--- src/rtl/eth_tx_frame_arbiter_pkg.sv ---
// rtl/eth_tx_frame_arbiter_pkg.sv - EthernetBus package: MAC tx bus struct, arbiter state enum, widths
package EthernetBus;

  localparam int LEN_W = 11;
  localparam int GAP_W = 4;

  typedef struct packed {
    logic        start;
    logic        data_valid;
    logic [31:0] data;
    logic [2:0]  bytes_valid;
  } EthernetTxBus;

  typedef enum logic [1:0] {
    IDLE = 2'd0,
    SEND = 2'd1,
    GAP  = 2'd2
  } eth_tx_arb_state_t;

endpackage

--- src/rtl/eth_tx_frame_arbiter_rr_select.sv ---
// rtl/eth_tx_frame_arbiter_rr_select.sv - combinational round-robin pick starting after last grant
module eth_tx_rr_select #(
  parameter int NUM_PORTS = 2
) (
  input  logic [NUM_PORTS-1:0]         req,
  input  logic [$clog2(NUM_PORTS)-1:0] last_grant,
  output logic [$clog2(NUM_PORTS)-1:0] grant,
  output logic                         valid
);

  localparam int IDX_W = $clog2(NUM_PORTS);

  logic [IDX_W:0] cand;

  // Walk from farthest to nearest so the nearest requester after last_grant wins.
  always_comb begin
    grant = '0;
    valid = 1'b0;
    cand  = '0;
    for (int i = NUM_PORTS; i >= 1; i--) begin
      cand = {1'b0, last_grant} + (IDX_W+1)'(i);
      if (cand >= (IDX_W+1)'(NUM_PORTS)) begin
        cand = cand - (IDX_W+1)'(NUM_PORTS);
      end
      if (req[cand[IDX_W-1:0]]) begin
        grant = cand[IDX_W-1:0];
        valid = 1'b1;
      end
    end
  end

endmodule

--- src/rtl/eth_tx_frame_arbiter.sv ---
// rtl/eth_tx_frame_arbiter.sv - round-robin frame arbiter to MAC tx bus; ETH_TX_ARB_STATS_EN adds per-port counters
module eth_tx_frame_arbiter
  import EthernetBus::*;
#(
  parameter int NUM_PORTS  = 2,
  parameter int GAP_CYCLES = 2
) (
  input  logic                         tx_clk,
  input  logic                         tx_rst,
  input  logic                         link_up,
  input  logic                         tx_ready,
  output EthernetTxBus                 tx_bus,
  input  logic [NUM_PORTS-1:0]         port_frame_avail,
  input  logic [NUM_PORTS*11-1:0]      port_frame_len,
  output logic [NUM_PORTS-1:0]         port_hdr_rd_en,
  output logic [NUM_PORTS-1:0]         port_data_rd_en,
  input  logic [NUM_PORTS*8-1:0]       port_data,
  output logic [$clog2(NUM_PORTS)-1:0] active_port,
  output logic                         busy,
  output logic [NUM_PORTS*32-1:0]      frames_sent,
  output logic [NUM_PORTS*32-1:0]      frames_dropped
);

  localparam int IDX_W = $clog2(NUM_PORTS);

  eth_tx_arb_state_t state;
  logic [IDX_W-1:0]  last_grant;
  logic [IDX_W-1:0]  sel;
  logic              sel_valid;
  logic [LEN_W-1:0]  len_q;
  logic [LEN_W-1:0]  count;
  logic [LEN_W-1:0]  count_nxt;
  logic [GAP_W-1:0]  gap_cnt;
  logic              start_q;
  logic              dv_q;
  logic              grant_now;
  logic              send_now;
  logic [LEN_W-1:0]  len_arr  [NUM_PORTS];
  logic [7:0]        byte_arr [NUM_PORTS];

  for (genvar gp = 0; gp < NUM_PORTS; gp++) begin : g_unpack
    assign len_arr[gp]  = port_frame_len[gp*LEN_W +: LEN_W];
    assign byte_arr[gp] = port_data[gp*8 +: 8];
  end

  eth_tx_rr_select #(.NUM_PORTS(NUM_PORTS)) u_rr (
    .req        (port_frame_avail),
    .last_grant (last_grant),
    .grant      (sel),
    .valid      (sel_valid)
  );

  // Pops are gated by reset and link so an abort or reset stops the FIFOs in the same cycle.
  assign grant_now = !tx_rst && (state == IDLE) && tx_ready && link_up && sel_valid;
  assign send_now  = !tx_rst && (state == SEND) && link_up;
  assign count_nxt = count + 11'd1;
  assign busy      = (state != IDLE);

  always_comb begin
    port_hdr_rd_en  = '0;
    port_data_rd_en = '0;
    if (grant_now) port_hdr_rd_en[sel] = 1'b1;
    if (send_now)  port_data_rd_en[active_port] = 1'b1;
  end

  always_comb begin
    tx_bus             = '0;
    tx_bus.start       = start_q;
    tx_bus.data_valid  = dv_q;
    tx_bus.data        = dv_q ? {24'd0, byte_arr[active_port]} : 32'd0;
    tx_bus.bytes_valid = 3'd1;
  end

  always_ff @(posedge tx_clk) begin
    if (tx_rst) begin
      state       <= IDLE;
      last_grant  <= IDX_W'(NUM_PORTS-1);
      active_port <= '0;
      len_q       <= '0;
      count       <= '0;
      gap_cnt     <= '0;
      start_q     <= 1'b0;
      dv_q        <= 1'b0;
    end else begin
      start_q <= send_now && (count == '0);
      dv_q    <= send_now;
      case (state)
        IDLE: begin
          if (grant_now) begin
            last_grant  <= sel;
            active_port <= sel;
            len_q       <= len_arr[sel];
            count       <= '0;
            if (len_arr[sel] != '0) state <= SEND;
          end
        end
        SEND: begin
          if (!link_up) begin
            state <= IDLE;
          end else begin
            count <= count_nxt;
            if (count_nxt == len_q) begin
              gap_cnt <= '0;
              state   <= (GAP_CYCLES == 0) ? IDLE : GAP;
            end
          end
        end
        GAP: begin
          // Entered on the last data_valid cycle, so GAP_CYCLES further cycles follow it.
          if (!link_up || gap_cnt == GAP_W'(GAP_CYCLES)) begin
            state <= IDLE;
          end else begin
            gap_cnt <= gap_cnt + 4'd1;
          end
        end
        default: state <= IDLE;
      endcase
    end
  end

`ifdef ETH_TX_ARB_STATS_EN
  logic [31:0] sent_cnt [NUM_PORTS];
  logic [31:0] drop_cnt [NUM_PORTS];
  logic        frame_done;
  logic        frame_abort;
  logic        frame_zero;

  assign frame_done  = send_now && (count_nxt == len_q);
  assign frame_abort = !tx_rst && (state == SEND) && !link_up;
  assign frame_zero  = grant_now && (len_arr[sel] == '0);

  always_ff @(posedge tx_clk) begin
    for (int p = 0; p < NUM_PORTS; p++) begin
      if (tx_rst) begin
        sent_cnt[p] <= '0;
        drop_cnt[p] <= '0;
      end else begin
        if (frame_done && active_port == IDX_W'(p)) sent_cnt[p] <= sent_cnt[p] + 32'd1;
        if ((frame_abort && active_port == IDX_W'(p)) || (frame_zero && sel == IDX_W'(p)))
          drop_cnt[p] <= drop_cnt[p] + 32'd1;
      end
    end
  end

  for (genvar gs = 0; gs < NUM_PORTS; gs++) begin : g_stats
    assign frames_sent[gs*32 +: 32]    = sent_cnt[gs];
    assign frames_dropped[gs*32 +: 32] = drop_cnt[gs];
  end
`else
  assign frames_sent    = '0;
  assign frames_dropped = '0;
`endif

endmodule

--- config.mk ---
export PLATFORM = sky130hd
export DESIGN_NAME = eth_tx_frame_arbiter
export DESIGN_NICKNAME = d
export VERILOG_FILES = /design/src/rtl/eth_tx_frame_arbiter_pkg.sv /design/src/rtl/eth_tx_frame_arbiter_rr_select.sv /design/src/rtl/eth_tx_frame_arbiter.sv
export SDC_FILE = /design/constraint.sdc
export NUM_CORES = 1
export LEC_CHECK = 0
export BUFFER_PORTS_ARGS = -buffer_cell sky130_fd_sc_hd__buf_2
export CAP_MARGIN = 10
export CORE_ASPECT_RATIO = 0.5
export CORE_MARGIN = 3
export CORE_UTILIZATION = 48
export CTS_BUF_LIST = sky130_fd_sc_hd__clkbuf_4
export CTS_CLUSTER_SIZE = 28
export DETAILED_ROUTE_END_ITERATION = 8
export PLACE_DENSITY = 0.92
export SLEW_MARGIN = 20
export SYNTH_ARGS = -nofsm -noshare
export SYNTH_HDL_FRONTEND = slang
export SYNTH_SLANG_ARGS = --single-unit
--- constraint.sdc ---
create_clock -name tx_clk -period 3.4 [get_ports tx_clk]
set_input_delay 0.85 -clock tx_clk [delete_from_list [all_inputs] [get_ports tx_clk]]
set_output_delay 0.85 -clock tx_clk [all_outputs]
set_load 0.01 [all_outputs]
# After elaboration in Yosys (flattened, before gate mapping)
# Index checks and enable logic that the tools add are counted.
[word_totals]
ff_bits = 32
inputBits = 44
out_inout_bits = 171
[op_classes]
addsub = 6
magnitude_cmp = 10
eq_ne = 11
mux = 36
bitwise = 2
reduce_logical = 22
[ops]
columns = ["op", "n"]
rows = [
  ["11-bit 2-to-1 mux", 5],
  ["8-bit 2-to-1 mux", 4],
  ["11-bit one-hot mux with 2 select lines", 1],
  ["2-bit 2-to-1 mux", 7],
  ["1-bit 2-to-1 mux", 12],
  ["4-bit 2-to-1 mux", 3],
  ["11-bit by 1-bit adder with 11-bit output (second input constant)", 1],
  ["11-bit == test", 1],
  ["11-bit zero test", 1],
  ["11-bit nonzero test", 1],
  ["1-bit logical AND", 9],
  ["2-bit >= comparator (second input constant)", 4],
  ["1-bit by 2-bit less-than comparator with 1-bit output (second input constant)", 4],
  ["2-bit != test (second input constant)", 4],
  ["4-bit one-hot mux with 2 select lines", 1],
  ["4-bit AND reduction", 2],
  ["2-bit one-hot mux with 3 select lines", 1],
  ["2-bit nonzero test", 3],
  ["4-bit by 1-bit adder with 4-bit output (second input constant)", 1],
  ["4-bit by 2-bit == test with 1-bit output (second input constant)", 1],
  ["2-bit by 1-bit != test with 1-bit output (second input constant)", 2],
  ["1-bit inverter with 2-bit output", 2],
  ["3-bit by 2-bit != test with 1-bit output (second input constant)", 1],
  ["3-bit AND reduction", 1],
  ["11 further kinds", 15],
]

# Logic depth before layout (Yosys ltp)
[depth]
word_depth = 15
mapped_depth = 8

# Hierarchy
# Synthesis repeated with hierarchy kept, for this count alone.
[unflattened]
hier_cells = 420
area_unflattened_um2 = 3384.5
[by_module_without_submodules]
columns = ["mod", "n_inst", "cells_each", "area_per_inst_um2", "seq_area_each_um2"]
rows = [
  ["eth_tx_frame_arbiter", 1, 418, 3370.7, 640.6],
  ["eth_tx_rr_select", 1, 2, 13.8, 0.0],
]

# Worst setup path before layout
# OpenSTA, ideal clock, no wires.
[synth_timing]
path_kind = "in2out"
from = "in tx_rst"
to = "out port_hdr_rd_en[1]"
t_arrival_ps = 1868
required_ps = 2550
slack_ps = 682
path_stages = 3
path_cell_list = "or4_1 -> clkbuf_1 -> nor2_1"
[synth_between]
elab_chain_len = 6
[synth_rtl]
columns = ["item", "line_no", "source"]
rows = [
  ["start, declared", "eth_tx_frame_arbiter.sv:9", "input logic tx_rst,"],
  ["1-bit zero test", "eth_tx_frame_arbiter.sv:54", "assign grant_now = !tx_rst && (state == IDLE) && tx_ready && link_up && sel_valid;"],
  ["1-bit logical AND (4 in series)", "eth_tx_frame_arbiter.sv:54", ""],
  ["2-bit 2-to-1 mux", "eth_tx_frame_arbiter.sv:62", "if (grant_now) port_hdr_rd_en[sel] = 1'b1;"],
  ["end, declared", "eth_tx_frame_arbiter.sv:15", "output logic [NUM_PORTS-1:0] port_hdr_rd_en,"],
]
# Every way passes these cells.

# Worst setup path after layout
# Same ends and word-level chain as after synthesis.

==> flow_metrics.tcl <==
set metrics [dict create \
    status "finished, final reports clean" \
    cts_hold_buf 0 \
    hold_violations 0 \
    max_cap_violations 0 \
    grt_max_degree 34 \
    synth_flop_cell "dfxtp_1" \
    start_util 0.521 \
    synth_top_area_cell "buf_4" \
    final_cell_mix "155 x conb_1, 59 x buf_2, 32 x dfxtp_1" \
    gp_congestion 0.896 \
    ant_nets 0 \
    numCtsBuffers 5 \
    slowest_stage "or4_1" \
    cts.sinks 32 \
    critical_path_class "in2out" \
    clockBufferDepth 2 \
    cts_resized 0 \
    final_cell_area_um2 3150 \
    synthCells 422 \
    fmax_ghz 0.351 \
    grt_pass1_wl_um 10500 \
    antenna_found_initial 0 \
    dieArea_um2 8020 \
    hp-start "last_grant" \
    post-cts-setup-buffers 0 \
    drive_above_1_share 0.165 \
    cts_tree "done" \
    finalSetupViolCount 0 \
    yosys.cell_types.count 53 \
    path_cells "buf_2 > or4_1 > nor2_1 > buf_2" \
    cp-end-kind "output pin" \
    yosysSeqAreaShare 0.193 \
    cp_num_cells 4 \
    wl_per_cell_um 12.6 \
    die_h_um 64.8 \
    dr.pass1.iters 5 \
    antennaDiodeCount 0 \
    dpl-instance-area_um2 3070 \
    h-tree-depth 2 \
    yosysTopAreaCellShare 0.359 \
    io-pin-count 215 \
    holdPathStages 1 \
    r2r_start "count[0]" \
    portBuffers 59 \
    via_per_inst 4.66 \
    synth_area_leaders "buf_4 36%, dfxtp_1 19%, mux2i_1 5.7%" \
    ys_ff_latch 32 \
    leakagePower_nw 1.53 \
    vias 2610 \
    postSynthAreaPerCell_um2 7.87 \
    cpPeakStageDelay_ps 590 \
    track_usage 0.162 \
    crit_path_start "tx_rst" \
    post-route-min-period_ps 2850 \
    drt_wl_total_um 7030 \
    worst_pin_slew_ps 562 \
    dp_hpwl_um 5560 \
    startpoint_type "primary input" \
    ir_drop_mv 0.165 \
    relSlewSlack 0.625 \
    cp.arrival_ps 2000 \
    mostFrequentLayoutCell "conb_1" \
    die_x_um 124 \
    fin_setup_tns_ps 0 \
    cp.required_ps 2550 \
    syn-cell-area_um2 3320 \
    grt_overflow 0 \
    path_common_cell "buf_2" \
    synth-edff-count 0 \
    grt_setup_unrepaired "no" \
    async_flop_share 0 \
    cts-root-buf "clkbuf_4" \
    path_clk_slew_ps 100 \
    hp-class "reg2reg" \
    cp_max_fo 3 \
    nets 519 \
    area_growth_pct -5.31 \
    rows 20 \
    rr_worst_depth 7 \
    worst-path-buf-inv 2 \
    grt_pass1_vias 2178 \
    fillers 611 \
    maxSlewViolCount 0 \
    cp_top_family "simple AND/OR/NAND/NOR gates" \
    drc 0 \
    coreArea_um2 6380 \
    drt_iter0_drc 160 \
    skew_ps 5.30 \
    power_per_cell_area_nw_per_um2 278 \
    insertion_delay_ps 350 \
    yosys_warnings 0 \
    finalCritPeriodShare 0.839 \
]
[worst reg2reg max path, stage by stage, from the launching register on]
cell	delay [ps]
dfxtp_1	520
ha_1	390
nand4_4	190
nor3_2	290
xnor2_1	100
a211o_1	320
nor4_2	350
o22ai_1	160
[worst paths after layout]
path                            slack, ps           endpoint
worst max-delay path                  550  port_hdr_rd_en[1]
worst max register to register        960         gap_cnt[3]
worst min-delay path                  490         last_grant
worst min register to register        490         last_grant
[synth_stat cells, drive strengths merged, types with 4 or more instances]
cell type	number
nand2	15
nand3b	16
clkbuf	10
buf	164
mux2i	19
dfxtp	32
inv	7
ha	4
nor2	19
xnor2	9
nand4	6
a21oi	17
nor2b	11
nor3	9
nor4	8
o21ai	20
and2	4
or4	4
nand3	11
[power by group]
group	internal (mW)	switching [mW]	leakage [nW]	total (mW)
sequential	0.384	0.0100	0.259	0.394
clock	0.150	0.139	0.0403	0.289
combinational	0.0538	0.137	1.24	0.191
total	0.587	0.286	1.53	0.874
[sequential cells by signal, summed over array words and instances, names as in the netlist]
register	count
active_port	1
count	11
dv_q	1
gap_cnt	4
last_grant	1
len_q	11
start_q	1
state	2
[cells by family (layout without fill, tap and decap cells)]
kind of cell / count (synthesis) / count (layout) / synth area share
flip-flops: 32 / 32 / 0.193
adder cells (fa/ha/maj): 4 / 4 / 0.0151
AO/OA/AOI/OAI: 52 / 52 / 0.0941
buffers and inverters: 181 / 78 / 0.387
XOR/XNOR: 12 / 12 / 0.0339
other: 2 / 155 / 0.00226
multiplexers: 19 / 19 / 0.0572
AND/OR/NAND/NOR: 120 / 120 / 0.217
[layout make-up]
| class | instances | area (um2) | area share |
|---|---|---|---|
| Sequential cell | 32 | 641 | 0.204 |
| Multi-Input combinational cell | 362 | 1970 | 0.626 |
| Tap cell | 88 | 110 | 0.0350 |
| Clock buffer | 5 | 37.5 | 0.0119 |
| Clock inverter | 3 | 37.5 | 0.0119 |
| Timing Repair Buffer | 63 | 325 | 0.103 |
| Inverter | 7 | 26.3 | 0.00835 |
[routing by layer]
metal  GRT usage  wire length [um]  vias to the layer above  share of wire
li1            -                 -                     1218              -
met1       0.203              2520                     1171           0.36
met2       0.267              3460                      202           0.49
met3      0.0349               862                       19           0.12
met4      0.0717               197                        0          0.028
met5           0                 0                        -              0
[through the flow]
step	util	instances	worst slack (ps)	total power [mW]	hold WS, ps
after floorplan	-	575	682	0.668	436
after CTS	0.493	560	569	0.866	483
after global placement	0.481	552	604	0.578	458
final	0.493	560	547	0.874	486
after detailed placement	0.481	552	577	0.584	460
after global routing	0.493	560	531	0.911	518
(Power assumes the default switching activity.)
